===== config.mk =====
export PLATFORM = sky130hd
export DESIGN_NAME = mem_arbiter_flat
export DESIGN_NICKNAME = d
export VERILOG_FILES = /design/src/rtl/mem_arbiter_pkg.sv /design/src/rtl/mem_arbiter_if.sv /design/src/rtl/mem_arbiter_rr_arb2.sv /design/src/rtl/mem_arbiter.sv /design/src/flat_wrapper.sv
export SDC_FILE = /design/constraint.sdc
export NUM_CORES = 1
export LEC_CHECK = 0
export ABC_AREA = 1
export CAP_MARGIN = 20
export CORE_ASPECT_RATIO = 1.25
export CORE_MARGIN = 2
export CORE_UTILIZATION = 38
export DETAILED_ROUTE_END_ITERATION = 10
export MAX_ROUTING_LAYER = met4
export PLACE_DENSITY = 0.88
export REMOVE_ABC_BUFFERS = 1
export SLEW_MARGIN = 20
export SYNTH_ARGS = -nofsm -noshare
export SYNTH_HDL_FRONTEND = slang
export SYNTH_SLANG_ARGS = --single-unit

===== constraint.sdc =====
create_clock -name clk -period 4.2 [get_ports clk]
set_input_delay 0.84 -clock clk [delete_from_list [all_inputs] [get_ports clk]]
set_output_delay 0.84 -clock clk [all_outputs]
set_load 0.05 [all_outputs]

===== src/rtl/mem_arbiter_pkg.sv =====
// Shared types for the memory-port arbiter: FSM state encoding and port indices.
package mem_arbiter_pkg;

  typedef enum logic [1:0] {
    IDLE = 2'b00,
    BUSY = 2'b01,
    ACK  = 2'b10
  } state_t;

  localparam logic PORT_CPU = 1'b0;
  localparam logic PORT_DMA = 1'b1;

endpackage


===== src/rtl/mem_arbiter_if.sv =====
// Bundle of both requester ports, the shared memory port and debug state for mem_arbiter.
interface mem_arbiter_if
  import mem_arbiter_pkg::*;
#(
  parameter int AW = 32,
  parameter int DW = 32
);
  // Handshake: a requester raises pN_req with we/addr/wdata stable and holds them
  // until pN_ack, a single-cycle pulse. pN_rdata is valid from that ack cycle
  // until the port's next ack. req still high the cycle after ack is a new request.
  logic          p0_req;
  logic          p0_we;
  logic [AW-1:0] p0_addr;
  logic [DW-1:0] p0_wdata;
  logic [DW-1:0] p0_rdata;
  logic          p0_ack;

  logic          p1_req;
  logic          p1_we;
  logic [AW-1:0] p1_addr;
  logic [DW-1:0] p1_wdata;
  logic [DW-1:0] p1_rdata;
  logic          p1_ack;

  logic          mem_en;
  logic          mem_we;
  logic [AW-1:0] mem_addr;
  logic [DW-1:0] mem_wdata;
  logic [DW-1:0] mem_rdata;

  logic          busy;
  state_t        state_dbg;

  modport slave (
    input  p0_req, p0_we, p0_addr, p0_wdata,
    input  p1_req, p1_we, p1_addr, p1_wdata,
    input  mem_rdata,
    output p0_rdata, p0_ack, p1_rdata, p1_ack,
    output mem_en, mem_we, mem_addr, mem_wdata,
    output busy, state_dbg
  );

  modport master (
    output p0_req, p0_we, p0_addr, p0_wdata,
    output p1_req, p1_we, p1_addr, p1_wdata,
    output mem_rdata,
    input  p0_rdata, p0_ack, p1_rdata, p1_ack,
    input  mem_en, mem_we, mem_addr, mem_wdata,
    input  busy, state_dbg
  );

endinterface


===== src/rtl/mem_arbiter_rr_arb2.sv =====
// Combinational two-way picker: one-hot grant from two requests and the last-served port.
module rr_arb2
  import mem_arbiter_pkg::*;
(
  input  logic [1:0] req,
  input  logic       last,
  input  logic       rr_en,
  output logic [1:0] grant
);

  always_comb begin
    grant = 2'b00;
    case (req)
      2'b01:   grant = 2'b01;
      2'b10:   grant = 2'b10;
      // On a tie the port not served last wins; without rotation the CPU always wins.
      2'b11:   grant = (rr_en && (last == PORT_CPU)) ? 2'b10 : 2'b01;
      default: grant = 2'b00;
    endcase
  end

endmodule


===== src/rtl/mem_arbiter.sv =====
// Serialises CPU and DMA accesses onto one memory port, inserting LAT wait cycles
// per transaction and returning a one-cycle ack to the winning requester.
module mem_arbiter
  import mem_arbiter_pkg::*;
#(
  parameter int AW  = 32,
  parameter int DW  = 32,
  parameter int LAT = 1,
  parameter int RR  = 1
) (
  input  logic          clk,
  input  logic          rst,
  mem_arbiter_if.slave  bus
);

  localparam int             CW       = $clog2(LAT) + 1;
  localparam logic [CW-1:0] CNT_LOAD = CW'(LAT - 1);
  localparam logic           RR_EN    = (RR != 0);

  state_t        state;
  logic [CW-1:0] cnt;
  logic          last;
  logic          win;
  logic          lat_we;
  logic [AW-1:0] addr_q;
  logic [DW-1:0] wdata_q;
  logic [DW-1:0] rdata0_q;
  logic [DW-1:0] rdata1_q;
  logic          ack0_q;
  logic          ack1_q;
  logic          en_q;
  logic          we_q;
  logic          busy_q;

  logic [1:0]    req;
  logic [1:0]    grant;
  logic          sel_we;
  logic [AW-1:0] sel_addr;
  logic [DW-1:0] sel_wdata;

  assign req = {bus.p1_req, bus.p0_req};

  rr_arb2 u_pick (
    .req   (req),
    .last  (last),
    .rr_en (RR_EN),
    .grant (grant)
  );

  assign sel_we    = grant[1] ? bus.p1_we    : bus.p0_we;
  assign sel_addr  = grant[1] ? bus.p1_addr  : bus.p0_addr;
  assign sel_wdata = grant[1] ? bus.p1_wdata : bus.p0_wdata;

  // The write strobe is registered one cycle ahead so it lands on the cnt==0 cycle.
  always_ff @(posedge clk or posedge rst) begin
    if (rst) begin
      state    <= IDLE;
      cnt      <= '0;
      last     <= PORT_DMA;
      win      <= PORT_CPU;
      lat_we   <= 1'b0;
      addr_q   <= '0;
      wdata_q  <= '0;
      rdata0_q <= '0;
      rdata1_q <= '0;
      ack0_q   <= 1'b0;
      ack1_q   <= 1'b0;
      en_q     <= 1'b0;
      we_q     <= 1'b0;
      busy_q   <= 1'b0;
    end else begin
      ack0_q <= 1'b0;
      ack1_q <= 1'b0;
      case (state)
        IDLE: begin
          if (grant != 2'b00) begin
            win     <= grant[1];
            lat_we  <= sel_we;
            addr_q  <= sel_addr;
            wdata_q <= sel_wdata;
            cnt     <= CNT_LOAD;
            en_q    <= 1'b1;
            we_q    <= sel_we && (CNT_LOAD == '0);
            busy_q  <= 1'b1;
            state   <= BUSY;
          end
        end
        BUSY: begin
          if (cnt == '0) begin
            if (!lat_we) begin
              if (win == PORT_DMA) rdata1_q <= bus.mem_rdata;
              else                 rdata0_q <= bus.mem_rdata;
            end
            en_q   <= 1'b0;
            we_q   <= 1'b0;
            ack0_q <= (win == PORT_CPU);
            ack1_q <= (win == PORT_DMA);
            state  <= ACK;
          end else begin
            cnt  <= cnt - CW'(1);
            we_q <= lat_we && (cnt == CW'(1));
          end
        end
        ACK: begin
          last   <= win;
          busy_q <= 1'b0;
          state  <= IDLE;
        end
        default: state <= IDLE;
      endcase
    end
  end

  assign bus.p0_rdata  = rdata0_q;
  assign bus.p1_rdata  = rdata1_q;
  assign bus.p0_ack    = ack0_q;
  assign bus.p1_ack    = ack1_q;
  assign bus.mem_en    = en_q;
  assign bus.mem_we    = we_q;
  assign bus.mem_addr  = addr_q;
  assign bus.mem_wdata = wdata_q;
  assign bus.busy      = busy_q;
  assign bus.state_dbg = state;

endmodule

===== src/flat_wrapper.sv =====
// flat-port wrapper written by rule: the top's interface ports become plain ports
module mem_arbiter_flat import mem_arbiter_pkg::*;
#(
  parameter int AW  = 32,
  parameter int DW  = 32,
  parameter int LAT = 1,
  parameter int RR  = 1
)
  (clk, rst, bus_p0_req, bus_p0_we, bus_p0_addr, bus_p0_wdata, bus_p1_req, bus_p1_we, bus_p1_addr, bus_p1_wdata, bus_mem_rdata, bus_p0_rdata, bus_p0_ack, bus_p1_rdata, bus_p1_ack, bus_mem_en, bus_mem_we, bus_mem_addr, bus_mem_wdata, bus_busy, bus_state_dbg);
  mem_arbiter_if #(.AW(AW), .DW(DW)) bus_i ();
  input  logic clk;
  input  logic rst;
  input wire logic [$bits(bus_i.p0_req)-1:0] bus_p0_req;
  input wire logic [$bits(bus_i.p0_we)-1:0] bus_p0_we;
  input wire logic [$bits(bus_i.p0_addr)-1:0] bus_p0_addr;
  input wire logic [$bits(bus_i.p0_wdata)-1:0] bus_p0_wdata;
  input wire logic [$bits(bus_i.p1_req)-1:0] bus_p1_req;
  input wire logic [$bits(bus_i.p1_we)-1:0] bus_p1_we;
  input wire logic [$bits(bus_i.p1_addr)-1:0] bus_p1_addr;
  input wire logic [$bits(bus_i.p1_wdata)-1:0] bus_p1_wdata;
  input wire logic [$bits(bus_i.mem_rdata)-1:0] bus_mem_rdata;
  output wire logic [$bits(bus_i.p0_rdata)-1:0] bus_p0_rdata;
  output wire logic [$bits(bus_i.p0_ack)-1:0] bus_p0_ack;
  output wire logic [$bits(bus_i.p1_rdata)-1:0] bus_p1_rdata;
  output wire logic [$bits(bus_i.p1_ack)-1:0] bus_p1_ack;
  output wire logic [$bits(bus_i.mem_en)-1:0] bus_mem_en;
  output wire logic [$bits(bus_i.mem_we)-1:0] bus_mem_we;
  output wire logic [$bits(bus_i.mem_addr)-1:0] bus_mem_addr;
  output wire logic [$bits(bus_i.mem_wdata)-1:0] bus_mem_wdata;
  output wire logic [$bits(bus_i.busy)-1:0] bus_busy;
  output wire logic [$bits(bus_i.state_dbg)-1:0] bus_state_dbg;
  assign bus_i.p0_req = bus_p0_req;
  assign bus_i.p0_we = bus_p0_we;
  assign bus_i.p0_addr = bus_p0_addr;
  assign bus_i.p0_wdata = bus_p0_wdata;
  assign bus_i.p1_req = bus_p1_req;
  assign bus_i.p1_we = bus_p1_we;
  assign bus_i.p1_addr = bus_p1_addr;
  assign bus_i.p1_wdata = bus_p1_wdata;
  assign bus_i.mem_rdata = bus_mem_rdata;
  assign bus_p0_rdata = bus_i.p0_rdata;
  assign bus_p0_ack = bus_i.p0_ack;
  assign bus_p1_rdata = bus_i.p1_rdata;
  assign bus_p1_ack = bus_i.p1_ack;
  assign bus_mem_en = bus_i.mem_en;
  assign bus_mem_we = bus_i.mem_we;
  assign bus_mem_addr = bus_i.mem_addr;
  assign bus_mem_wdata = bus_i.mem_wdata;
  assign bus_busy = bus_i.busy;
  assign bus_state_dbg = bus_i.state_dbg;
  mem_arbiter #(.AW(AW), .DW(DW), .LAT(LAT), .RR(RR)) u_core (.clk(clk), .rst(rst), .bus(bus_i));
endmodule

Yosys cells after proc, flatten, opt, wreduce, memory -nomap -nowiden
Cells that the tools add are included.
- bits in writable memories: 0
- output and inout bits: 135
- register bits after elaboration: 139
- word-level logic and storage cells: 59
- ROM bits: 0
- bits of input ports: 166
- bits in latches: 0
- memories kept: 0
- divide/modulo/power cells: 0
- bitwise operators: 3
- equal/unequal tests: 7
- multipliers: 0
- add/subtract/negate cells: 1
- mux-type cells: 22
- reduce and logical (&&, ||, !) cells: 12
- shifts and indexed selects: 0
- magnitude comparators: 0
- operators by type and width (kind ; count):
    2-to-1 mux 32 bit ; 2
    2-to-1 mux 1 bit ; 11
    one-hot mux 1 bit (2 select lines) ; 4
    AND reduction 2 bit ; 4
    AND reduction 4 bit ; 2
    == test 2 bit, second input constant ; 3
    2-to-1 mux 2 bit ; 3
    one-hot mux 2 bit (3 select lines) ; 1
    nonzero test 2 bit ; 3
    == test 2 x 1 -> 1 bit, second input constant ; 2
    one-hot mux 2 bit (2 select lines) ; 1
    NOT 1 bit ; 3
    AND reduction 3 bit ; 1
    logical NOT 2 bit ; 1
    inequality test 2 x 1 -> 1 bit, second input constant ; 1
    inequality test 2 bit, second input constant ; 1
    logical AND 1 bit ; 1
    subtractor 1 bit, second input constant ; 1

Longest topological paths before layout
Gate-level depths: netlist of run 1.
- depth in word-level cells: 5
- depth in mapped cells: 7
- depth with buffers taken out: 6

By module
From an unflattened synthesis of run 1, not the netlist that was laid out.
- cell total of the unflattened synthesis: 816
- area, all modules: 6311.1 um^2
- modules (own cells, without submodules) (module ; instances ; area an instance (um^2) ; seq. area each (um^2) ; cells an instance):
    mem_arbiter ; 1 ; 6272.3 ; 3454.6 ; 806
    rr_arb2 ; 1 ; 38.8 ; 0.0 ; 10

Worst setup path before layout of run 1
Ideal clock, no wire load.
- path kind: input to register
- start: input port bus_p0_req
- end: register u_core.addr_q[10], in the netlist u_core.bus.mem_addr[10]
- setup time: 118 ps
- buffers on the path: 2
- stages: 6
- setup slack: 2543 ps
- arrival time: 1539 ps
- path through: nand2_1 > buf_4 > clkbuf_1 > nand3_1 > nand3_1 > nand2_1
- cells in the longest elaborated chain, start to end: 4
- elaborated cells between the ends (all ways): 7
- RTL lines (what ; line ; RTL):
    start, declared ; flat_wrapper.sv:13 ; input wire logic [$bits(bus_i.p0_req)-1:0] bus_p0_req;
    == test 2 bit or == test 2 x 1 -> 1 bit (tied branches) ; mem_arbiter_rr_arb2.sv:13 ; case (req)
    one-hot mux 2 bit (3 select lines) (*) ; mem_arbiter_rr_arb2.sv:13 ;
    nonzero test 2 bit ; mem_arbiter.sv:76 ; if (grant != 2'b00) begin
    AND reduction 2 bit (no source line) ; n/a ;
    end signal, assigned ; mem_arbiter.sv:79 ; addr_q <= sel_addr;
    end, declared ; mem_arbiter.sv:25 ; logic [AW-1:0] addr_q;
Mark *: on every way between the ends. The rest lies on a longest branch, timed or not.
A chain may end at the register's enable or synchronous reset.

Final worst setup path of run 1
- start: register u_core.state[0], in the netlist u_core.bus.state_dbg[0]
- end: output port bus_state_dbg[0]
- RTL lines (what ; line ; RTL):
    start, declared ; mem_arbiter.sv:20 ; state_t state;
    start signal, assigned ; mem_arbiter.sv:57 ; state <= IDLE;
    start signal, assigned ; mem_arbiter.sv:85 ; state <= BUSY;
    start signal, assigned ; mem_arbiter.sv:98 ; state <= ACK;
    end, declared ; flat_wrapper.sv:31 ; output wire logic [$bits(bus_i.state_dbg)-1:0] bus_state_dbg;
No word-level cell between the ends.

==> results of run 1 <==
-- tightest hold or removal path: cells and delay by family (launching register included) --
kind | cells | cell delay [ns]
flip-flops | 1 | 0.34
AND/OR/NAND/NOR | 2 | 0.10
-- area by class of cell --
type / count / area [um2] / share of cell area, %
Sequential cell: 138 / 3450 / 33.6
Timing Repair Buffer: 312 / 3110 / 30.2
Multi-Input combinational cell: 540 / 2320 / 22.5
Inverter: 136 / 518 / 5.03
Clock buffer: 18 / 429 / 4.17
Tap cell: 220 / 275 / 2.67
Clock inverter: 14 / 188 / 1.82
-- stage by stage --
step                worst slack (ns)  TNS [ns]  hold WS, ns
detailed placement              1.54         0        0.458
CTS                             1.66         0        0.473
global route                    1.63         0        0.486
finish                          1.68         0        0.469
global placement                1.61         0        0.453
floorplan                     -0.335    -45.83        0.450
-- how the worst min path moves through the flow --
stage                                              startpoint                                  end  slack (ns)  depth (start not counted)
after floorplan                     u_core.lat_we$_DFFE_PP0P_            u_core.lat_we$_DFFE_PP0P_        0.45                          2
after global placement    u_core.bus.p1_rdata[29]$_DFFE_PP0P_  u_core.bus.p1_rdata[29]$_DFFE_PP0P_        0.45                          2
after detailed placement  u_core.bus.p1_rdata[11]$_DFFE_PP0P_  u_core.bus.p1_rdata[11]$_DFFE_PP0P_        0.46                          2
after CTS                 u_core.bus.p1_rdata[29]$_DFFE_PP0P_  u_core.bus.p1_rdata[29]$_DFFE_PP0P_        0.47                          2
after global routing      u_core.bus.p1_rdata[20]$_DFFE_PP0P_  u_core.bus.p1_rdata[20]$_DFFE_PP0P_        0.49                          2
final                      u_core.bus.p0_rdata[7]$_DFFE_PP0P_   u_core.bus.p0_rdata[7]$_DFFE_PP0P_        0.47                          2
-- cells in the mapped netlist --
| library cell | instances |
|---|---|
| nand2_1 | 336 |
| buf_2 | 35 |
| o21ai_0 | 2 |
| buf_1 | 1 |
| nor2_4 | 2 |
| nand2_2 | 1 |
| dfstp_2 | 1 |
| o21ai_1 | 1 |
| buf_4 | 5 |
| inv_1 | 134 |
| dfrtp_1 | 137 |
| clkbuf_1 | 13 |
| nand3_1 | 195 |
| nor2_1 | 3 |
| inv_2 | 2 |
-- flip-flops by register name, indices dropped and copies added (netlist names) --
register              flops
u_core.bus.p0_rdata      32
u_core.bus.mem_en         1
u_core.bus.p1_ack         1
u_core.bus.mem_addr      32
u_core.bus.p1_rdata      32
u_core.bus.p0_ack         1
u_core.bus.mem_wdata     32
u_core.last               1
u_core.lat_we             1
u_core.bus.mem_we         1
u_core.bus.busy           1
u_core.bus.state_dbg      2
u_core.win                1
-- power breakdown --
part	leakage (nW)	switching [mW]	internal (mW)
combinational	3.36	3.71	1.66
clock	0.292	0.619	0.952
sequential	1.68	0.378	2.00
total	5.33	4.70	4.62
-- cell families (layout without fill, tap and decap cells) --
family / after synthesis / count (layout)
AO/OA/AOI/OAI: 3 / 3
flip-flops: 138 / 138
buffers and inverters: 190 / 480
AND/OR/NAND/NOR: 537 / 537
-- per-layer routing --
| layer | GRT usage, % | wire length, um |
|---|---|---|
| met3 | 6.59 | 1770 |
| met2 | 39.2 | 10200 |
| met5 | - | 0 |
| met4 | 7.53 | 359 |
| met1 | 26.1 | 7900 |
==> key figures, run 1 <==
Synthesis
  • Synth Area in Compound Gates: 0.230%
  • Post-synth top area share: 52.6%
  • FF+latch count, synth: 138
  • Syn Area/Cell: 7.51 um2
  • Area leader, netlist: dfrtp_1
  • Combinational family with the most area after synthesis: simple AND/OR/NAND/NOR gates
  • Area contributors post-synth: dfrtp_1 53%, nand2_1 19%, nand3_1 15%
  • Post-Synth XOR/XNOR Area: 0%
  • YS warnings: 0
  • Post-Synth Simple-Gate Area: 34.9%
  • Mux share of post-synthesis cell area: 0%
  • Mapped cell area: 6520 um2
  • Synth Area in Adders: 0%
  • Register area share after synthesis: 53.0%
  • Cell count after synthesis: 868
  • Synth unique cells: 15

Place
  • Area post-placement: 9670 um2
  • Post-DP HPWL: 14200 um
  • Placed cell count: 1346
  • PortBufs: 300
  • GP Congestion: 0.827

Clock tree
  • Worst-path clk slew: 0.06 ns
  • Cts repair resizes: 0
  • Clock Sinks: 138
  • TritonCTS clock tree: built
  • Clock Latency Late Sink: 0.42 ns
  • Root buffer cell: clkbuf_16
  • Inserted Clock Buffers: 17
  • CTS Buffer Depth: 2
  • Setup bufs post-CTS: 0
  • # hold bufs at CTS: 0
  • Htree depth: 4

STA
  • RSZ-0062 raised after global routing: false
  • Final setup viols: 0
  • Pins Over Slew Limit: 0
  • Relative slew slack: 44.8%
  • Worst-margin pin slew: 0.827 ns
  • Hold Fails Final Rpt: 0
  • Worst Clk Skew: 0.00961 ns
  • Final critical-path share of the clock period: 59.9%
  • Min Tclk post-route: 2.52 ns
  • Max frequency: 397 MHz

Layout
  • Syn-to-layout area delta: 57.8%
  • Utilization after layout: 61.1%
  • Most common cell after layout, fill and taps aside: nand2_1
  • Final Cell Area: 10300 um2
  • Commonest cells after routing, fill and taps aside: 333 x nand2_1, 299 x clkdlybuf4s50_1, 195 x nand3_1, 137 x dfrtp_1, 132 x inv_1
  • # fillers: 1403
  • Antenna cells: 0
  • Layout cells sized above 1: 4.92%
  • Nets: 1311
  • Non-Filler Instances: 1378

Setup path
  • Reg2Reg Setup Slack: 2.10 ns
  • Worst r2r path cells: 8
  • Worst setup SP type: register
  • Critical path, cell by cell: clkdlybuf4s50_1
  • CP Max Fanout: 4
  • Crit path DAT: 1.68 ns
  • Bufs and invs on worst path: 1
  • CP max-delay cell: clkdlybuf4s50_1
  • Req. time, crit path: 3.36 ns
  • Worst Setup End Kind: output pin
  • Critical path class: register to output pin
  • Crit path from: u_core.bus.state_dbg[0]$_DFFE_PP0P_
  • Reg-to-Reg End: u_core.bus.p0_rdata[13]$_DFFE_PP0P_
  • Crit path max-delay family: buffers and inverters
  • End of the critical path: bus_state_dbg[0]
  • Crit path depth: 1
  • Worst r2r src: u_core.bus.state_dbg[1]$_DFFE_PP0P_
  • Max stage delay on crit path: 0.83 ns

Detailed routing
  • Post-route DRC: 0
  • Post-DRT Antenna Nets: 0
  • Via count: 6592
  • Initial DRT Pass Iterations: 5
  • Detailed Route Iter0 Violations: 407
  • WL final: 20200 um
  • Vias per Instance: 4.78
  • WL/cell: 14.7 um

Power
  • Total Power: 9.32 mW
  • Pleak: 5.33 nW
  • Power per cell area: 906 nW/um2
  • Worst IR drop on VDD: 0.000520 V

Global route
  • Gr ovfl total: 0
  • GRT Util Overall: 23.0%
  • Initial antenna violation count: 0
  • Largest net degree at the start of global routing: 120
  • Vias in the first global route: 6459
  • First-pass GRT wire length: 32000 um

Floorplan
  • Standard-cell rows: 53
  • Die W: 121 um
  • Initial Utilization: 38.7%
  • Die height: 150 um
  • Die area: 18200 um2
  • I/O Pins: 301
  • Core area: 16800 um2

Hold path
  • Worst Hold Class: register to register

Run status
  • Outcome: complete, no violations

Flow run
  • Max-Cap Viols: 0
No activity file was read; power rests on OpenSTA's default activity.
==> run 2: changes to the inputs <==
Settings changed: CORE_UTILIZATION 38 to 42, PLACE_DENSITY 0.88 to 0.91.
Clock period 4.2 ns to 2.6 ns, I/O delays scaled along.
==> run 2 against run 1 <==
Compared with the run above: via count grew 1.8%; die area fell by 9.2%; global-route usage increased by 2.4 points; first-iteration DRC count is 35% higher; critical path type unchanged; register-to-register slack lost 0.97 ns; clock power increased by 53%.
==> key figures, run 2 (synthesis gave the netlist of run 1 again) <==
Layout
  • Non-Filler Instances: 1373
  • Syn-to-layout area delta: 58.1%
  • Nets: 1316
  • Commonest cells after routing, fill and taps aside: 334 x nand2_1, 299 x clkdlybuf4s50_1, 195 x nand3_1, 137 x dfrtp_1, 132 x inv_1
  • Layout cells sized above 1: 5.25%
  • Most common cell after layout, fill and taps aside: nand2_1

Detailed routing
  • WL/cell: 14.9 um
  • Vias per Instance: 4.89
  • DR top layer: met4
  • WL final: 20500 um
  • Met1 wire length: 7890 um
  • Met3 WL post-DR: 1910 um
  • Post-DRT Antenna Nets: 0
  • Post-route DRC: 0
  • Detailed Route Iter0 Violations: 549
  • Via count: 6712
  • DR WL met2: 10200 um
  • Initial DRT Pass Iterations: 6

Clock tree
  • # hold bufs at CTS: 0
  • Clock Latency Late Sink: 0.41 ns
  • Inserted Clock Buffers: 17
  • Root buffer cell: clkbuf_16
  • Clock Sinks: 138
  • Htree depth: 4
  • Cts repair resizes: 0
  • Setup bufs post-CTS: 0
  • CTS Buffer Depth: 2
  • TritonCTS clock tree: built
  • Worst-path clk slew: 0.07 ns

Flow run
  • Max-Cap Viols: 0

Place
  • PortBufs: 300
  • Placed cell count: 1339
  • GP Congestion: 0.845
  • Post-DP HPWL: 14700 um

STA
  • Pins Over Slew Limit: 0
  • Hold Fails Final Rpt: 0
  • Min Tclk post-route: 2.17 ns
  • Setup TNS: 0 ns
  • Relative slew slack: 56.6%
  • Worst-margin pin slew: 0.650 ns
  • Final setup viols: 0
  • Max frequency: 460 MHz
  • Final critical-path share of the clock period: 83.6%
  • Worst Clk Skew: 0.0114 ns
  • RSZ-0062 raised after global routing: false

Floorplan
  • Core area: 15100 um2
  • Die height: 143 um
  • Initial Utilization: 43.3%
  • Die W: 115 um
  • I/O Pins: 301
  • Standard-cell rows: 50
  • Die area: 16500 um2

Power
  • Pleak: 5.34 nW
  • Worst IR drop on VDD: 0.000650 V
  • Power per cell area: 1450 nW/um2
  • Total Power: 15.0 mW

Setup path
  • CP max-delay cell: clkdlybuf4s50_1
  • Max stage delay on crit path: 0.84 ns
  • Worst Setup End Kind: output pin
  • CP Max Fanout: 4
  • Critical path class: register to output pin
  • Bufs and invs on worst path: 1
  • Req. time, crit path: 2.08 ns
  • Critical path, cell by cell: clkdlybuf4s50_1
  • Crit path DAT: 1.65 ns
  • Reg-to-Reg End: u_core.bus.mem_addr[23]$_DFFE_PP0P_
  • Crit path max-delay family: buffers and inverters
  • Worst r2r path cells: 6
  • Reg2Reg Setup Slack: 1.13 ns
  • Worst setup SP type: register
  • Worst r2r src: u_core.last$_DFFE_PP1P_

Hold path
  • Worst Hold Class: register to register
  • Worst Hold Depth: 2
  • Worst Hold Launch: u_core.bus.p0_rdata[8]$_DFFE_PP0P_
  • Worst Hold End: u_core.bus.p0_rdata[8]$_DFFE_PP0P_

Global route
  • GRT Util Overall: 25.4%
  • Initial antenna violation count: 2
  • Vias in the first global route: 6484
  • First-pass GRT wire length: 32000 um
  • Largest net degree at the start of global routing: 67
  • Gr ovfl total: 0

Run status
  • Outcome: complete, no violations
-- run 2: cell type report --
cell class / instances / area (um2)
fill: 1140 / 4770
sequential: 138 / 3450
timing repair buffer: 317 / 3180
multi-input combinational: 540 / 2320
inverter: 136 / 515
clock buffer: 18 / 429
tap: 208 / 260
clock inverter: 14 / 154
antenna: 2 / 5.00
-- run 2: power breakdown --
group	leakage, nW	total (mW)	switching [mW]	internal [mW]
combinational	3.39	8.72	6.02	2.70
clock	0.273	2.40	1.04	1.36
sequential	1.68	3.85	0.619	3.24
-- run 2: routing by layer --
layer,track usage [%],vias to the layer above
met5,-,-
met4,7.74,0
met3,7.34,35
met2,42.6,341
met1,29.4,3116
li1,-,3220
-- run 2: worst max path at each step --
stage	to	slack, ns	cells past startpoint	start
after detailed placement	u_core.bus.mem_addr[23]$_DFFE_PP0P_	0.57	7	bus_p0_req
after global placement	u_core.bus.mem_addr[23]$_DFFE_PP0P_	0.62	7	bus_p0_req
after global routing	bus_state_dbg[0]	0.37	1	u_core.bus.state_dbg[0]$_DFFE_PP0P_
final	bus_state_dbg[0]	0.43	1	u_core.bus.state_dbg[0]$_DFFE_PP0P_
after CTS	bus_state_dbg[1]	0.41	1	u_core.bus.state_dbg[1]$_DFFE_PP0P_
after floorplan	u_core.bus.busy$_DFFE_PP0P_	-1.61	1	rst
-- run 2: through the flow --
stage | hold slack, ns | util, % | area (um2) | setup slack, ns
after global routing | 0.491 | 68.4 | 10300 | 0.372
after global placement | 0.452 | 64.5 | 9720 | 0.621
final | 0.469 | 68.4 | 10300 | 0.425
after CTS | 0.473 | 68.3 | 10300 | 0.406
after detailed placement | 0.457 | 64.5 | 9720 | 0.568
after floorplan | 0.450 | - | 6260 | -1.61
==> run 3: changes to the inputs <==
Settings changed: CORE_UTILIZATION 42 to 38, PLACE_DENSITY 0.91 to 0.88.
Clock period 2.6 ns to 1.9 ns, I/O delays scaled along.
==> run 3 against run 2 <==
Compared with the run above: via count is 1.0% higher; non-clock buffer count is 6 higher; sequential power is 36% higher; die area is 10% higher; final cell count is 1.2% higher; global-route usage is 1.6 points lower; clock power is 50% higher; final area is 0.73% lower; sequential cell count stayed put; core utilization is 7.6 points lower; register-to-register slack worse by 0.79 ns; critical path type unchanged; critical endpoint is now bus_mem_addr[14]; largest cell class unchanged; largest power group unchanged.
==> key figures, run 3 (synthesis gave the netlist of run 1 again) <==
Setup path
  • Crit path DAT: 1.32 ns
  • Max stage delay on crit path: 0.54 ns
  • Bufs and invs on worst path: 1
  • Req. time, crit path: 1.52 ns
  • CP Max Fanout: 2
  • Critical path, cell by cell: dlygate4sd2_1
  • Critical path class: register to output pin
  • Worst setup SP type: register
  • Worst Setup End Kind: output pin
  • Worst r2r src: u_core.bus.state_dbg[1]$_DFFE_PP0P_
  • CP max-delay cell: dlygate4sd2_1
  • Crit path from: u_core.bus.mem_addr[14]$_DFFE_PP0P_
  • Crit path max-delay family: buffers and inverters

Detailed routing
  • WL/cell: 15.0 um
  • Post-DRT Antenna Nets: 0
  • Detailed Route Iter0 Violations: 472
  • Via count: 6781
  • Post-route DRC: 0
  • Vias per Instance: 4.88
  • Initial DRT Pass Iterations: 5
  • WL final: 20800 um

Floorplan
  • Die height: 150 um
  • Core area: 16800 um2
  • I/O Pins: 301
  • Initial Utilization: 38.7%
  • Die W: 121 um
  • Standard-cell rows: 53
  • Die area: 18200 um2

Global route
  • First-pass GRT wire length: 33000 um
  • Vias in the first global route: 6715
  • Initial antenna violation count: 0
  • GRT Util Overall: 23.8%
  • Gr ovfl total: 0
  • Largest net degree at the start of global routing: 64

Flow run
  • Max-Cap Viols: 0

Layout
  • Layout cells sized above 1: 10.4%
  • Syn-to-layout area delta: 56.9%
  • Utilization after layout: 60.8%
  • Commonest cells after routing, fill and taps aside: 334 x nand2_1, 195 x nand3_1, 164 x clkdlybuf4s50_1, 137 x dfrtp_1, 132 x inv_1
  • Nets: 1322
  • Non-Filler Instances: 1389
  • Antenna cells: 0
  • Most common cell after layout, fill and taps aside: nand2_1

Power
  • Pleak: 5.65 nW
  • Switching share of power: 51.9%
  • Reg power frac: 26.1%
  • Sw power: 10.4 mW
  • Worst IR drop on VDD: 0.00105 V
  • Internal: 9.67 mW
  • Logic gate share of total power: 56.0%
  • Power per cell area: 1960 nW/um2
  • Total Power: 20.1 mW
  • Clock power frac: 17.9%

Place
  • PortBufs: 300
  • Post-DP HPWL: 14900 um
  • GP Congestion: 0.812
  • Worst slack at placement: 0.0680 ns
  • Placed cell count: 1357

Clock tree
  • Inserted Clock Buffers: 17
  • Root buffer cell: clkbuf_16
  • Setup bufs post-CTS: 0
  • # hold bufs at CTS: 0
  • CTS Buffer Depth: 2
  • Worst-path clk slew: 0.06 ns
  • Htree depth: 4
  • Clock Sinks: 138
  • Clock Latency Late Sink: 0.42 ns
  • TritonCTS clock tree: built

STA
  • RSZ-0062 raised after global routing: false
  • Hold Fails Final Rpt: 0
  • Pins Over Slew Limit: 0
  • Worst Clk Skew: 0.0134 ns
  • Relative slew slack: 65.0%
  • Final critical-path share of the clock period: 89.7%
  • Setup WS post-layout: 0.196 ns
  • Setup TNS: 0 ns
  • Max frequency: 587 MHz
  • Final setup viols: 0
  • Min Tclk post-route: 1.70 ns
  • Worst-margin pin slew: 0.527 ns

Hold path
  • Worst Hold Class: input pin to async pin

Run status
  • Outcome: complete, no violations
-- run 3: cell count changes in the layout (fill, tap and decap cells not counted), sizes merged --
cell | before | now
clkinv | 2 | 4
diode | 2 | 0
bufinv | 1 | 4
dlygate4sd2 | 0 | 80
clkinvlp | 4 | 1
clkdlybuf4s50 | 299 | 164
inv | 143 | 141
buf | 18 | 79
-- run 3: stage by stage --
step           area [um2]  hold WS [ns]
5_1_grt             10200         0.316
3_5_place_dp         9690         0.457
4_1_cts             10200         0.310
3_3_place_gp         9690         0.452
2_1_floorplan        6260         0.450
6_report            10200         0.309
-- run 3: what timing repair did --
action	4_1_cts	5_1_grt
gates resized for setup	80	0
endpoints found under the hold margin	0	0
endpoints found under the setup margin	80	0
-- run 3: power groups by stage --
| stage | combinational (mW) | clock (mW) | sequential [mW] |
|---|---|---|---|
| 5_1_grt | 11.9 | 3.83 | 5.42 |
| 2_1_floorplan | 2.57 | 0 | 10.2 |
| 3_3_place_gp | 11.7 | 0 | 5.25 |
| 4_1_cts | 11.3 | 3.67 | 5.25 |
| 6_report | 11.3 | 3.61 | 5.25 |
| 3_5_place_dp | 11.9 | 0 | 5.29 |
-- run 3: path summary, 6_finish.rpt --
| path | slack, ns | cells after the start | to |
|---|---|---|---|
| worst max-delay path | 0.20 | 1 | bus_mem_addr[14] |
| worst min-delay path | 0.31 | 2 | u_core.bus.mem_addr[23]$_DFFE_PP0P_ |
| worst max register to register | 0.34 | 7 | u_core.bus.p1_rdata[25]$_DFFE_PP0P_ |
| worst min register to register | 0.46 | 2 | u_core.bus.p0_rdata[5]$_DFFE_PP0P_ |
| max in group asynchronous | 1.05 | 3 | u_core.bus.mem_wdata[5]$_DFFE_PP0P_ |
| min in group clk | 0.43 | 4 | u_core.bus.mem_wdata[14]$_DFFE_PP0P_ |
-- run 3: final cells by class --
cell class | instances | area (um2)
clock buffer | 18 | 429
inverter | 136 | 515
timing repair buffer | 323 | 3030
clock inverter | 14 | 211
fill | 1494 | 6610
sequential | 138 | 3450
tap | 220 | 275
multi-input combinational | 540 | 2320
-- run 3: worst register-to-register path, delay by kind of cell (launching register included) --
kind	cells	cell delay, ns
buf+inv	2	0.34
flops	1	0.43
simple gates	5	0.68
-- run 3: layer usage --
layer / vias up / track usage, % / part of all wire, %
met3: 52 / 5.68 / 9.1
li1: 3223 / - / -
met1: 3139 / 27.7 / 39
met2: 367 / 39.6 / 49
met5: - / - / 0
met4: 0 / 9.94 / 2.9
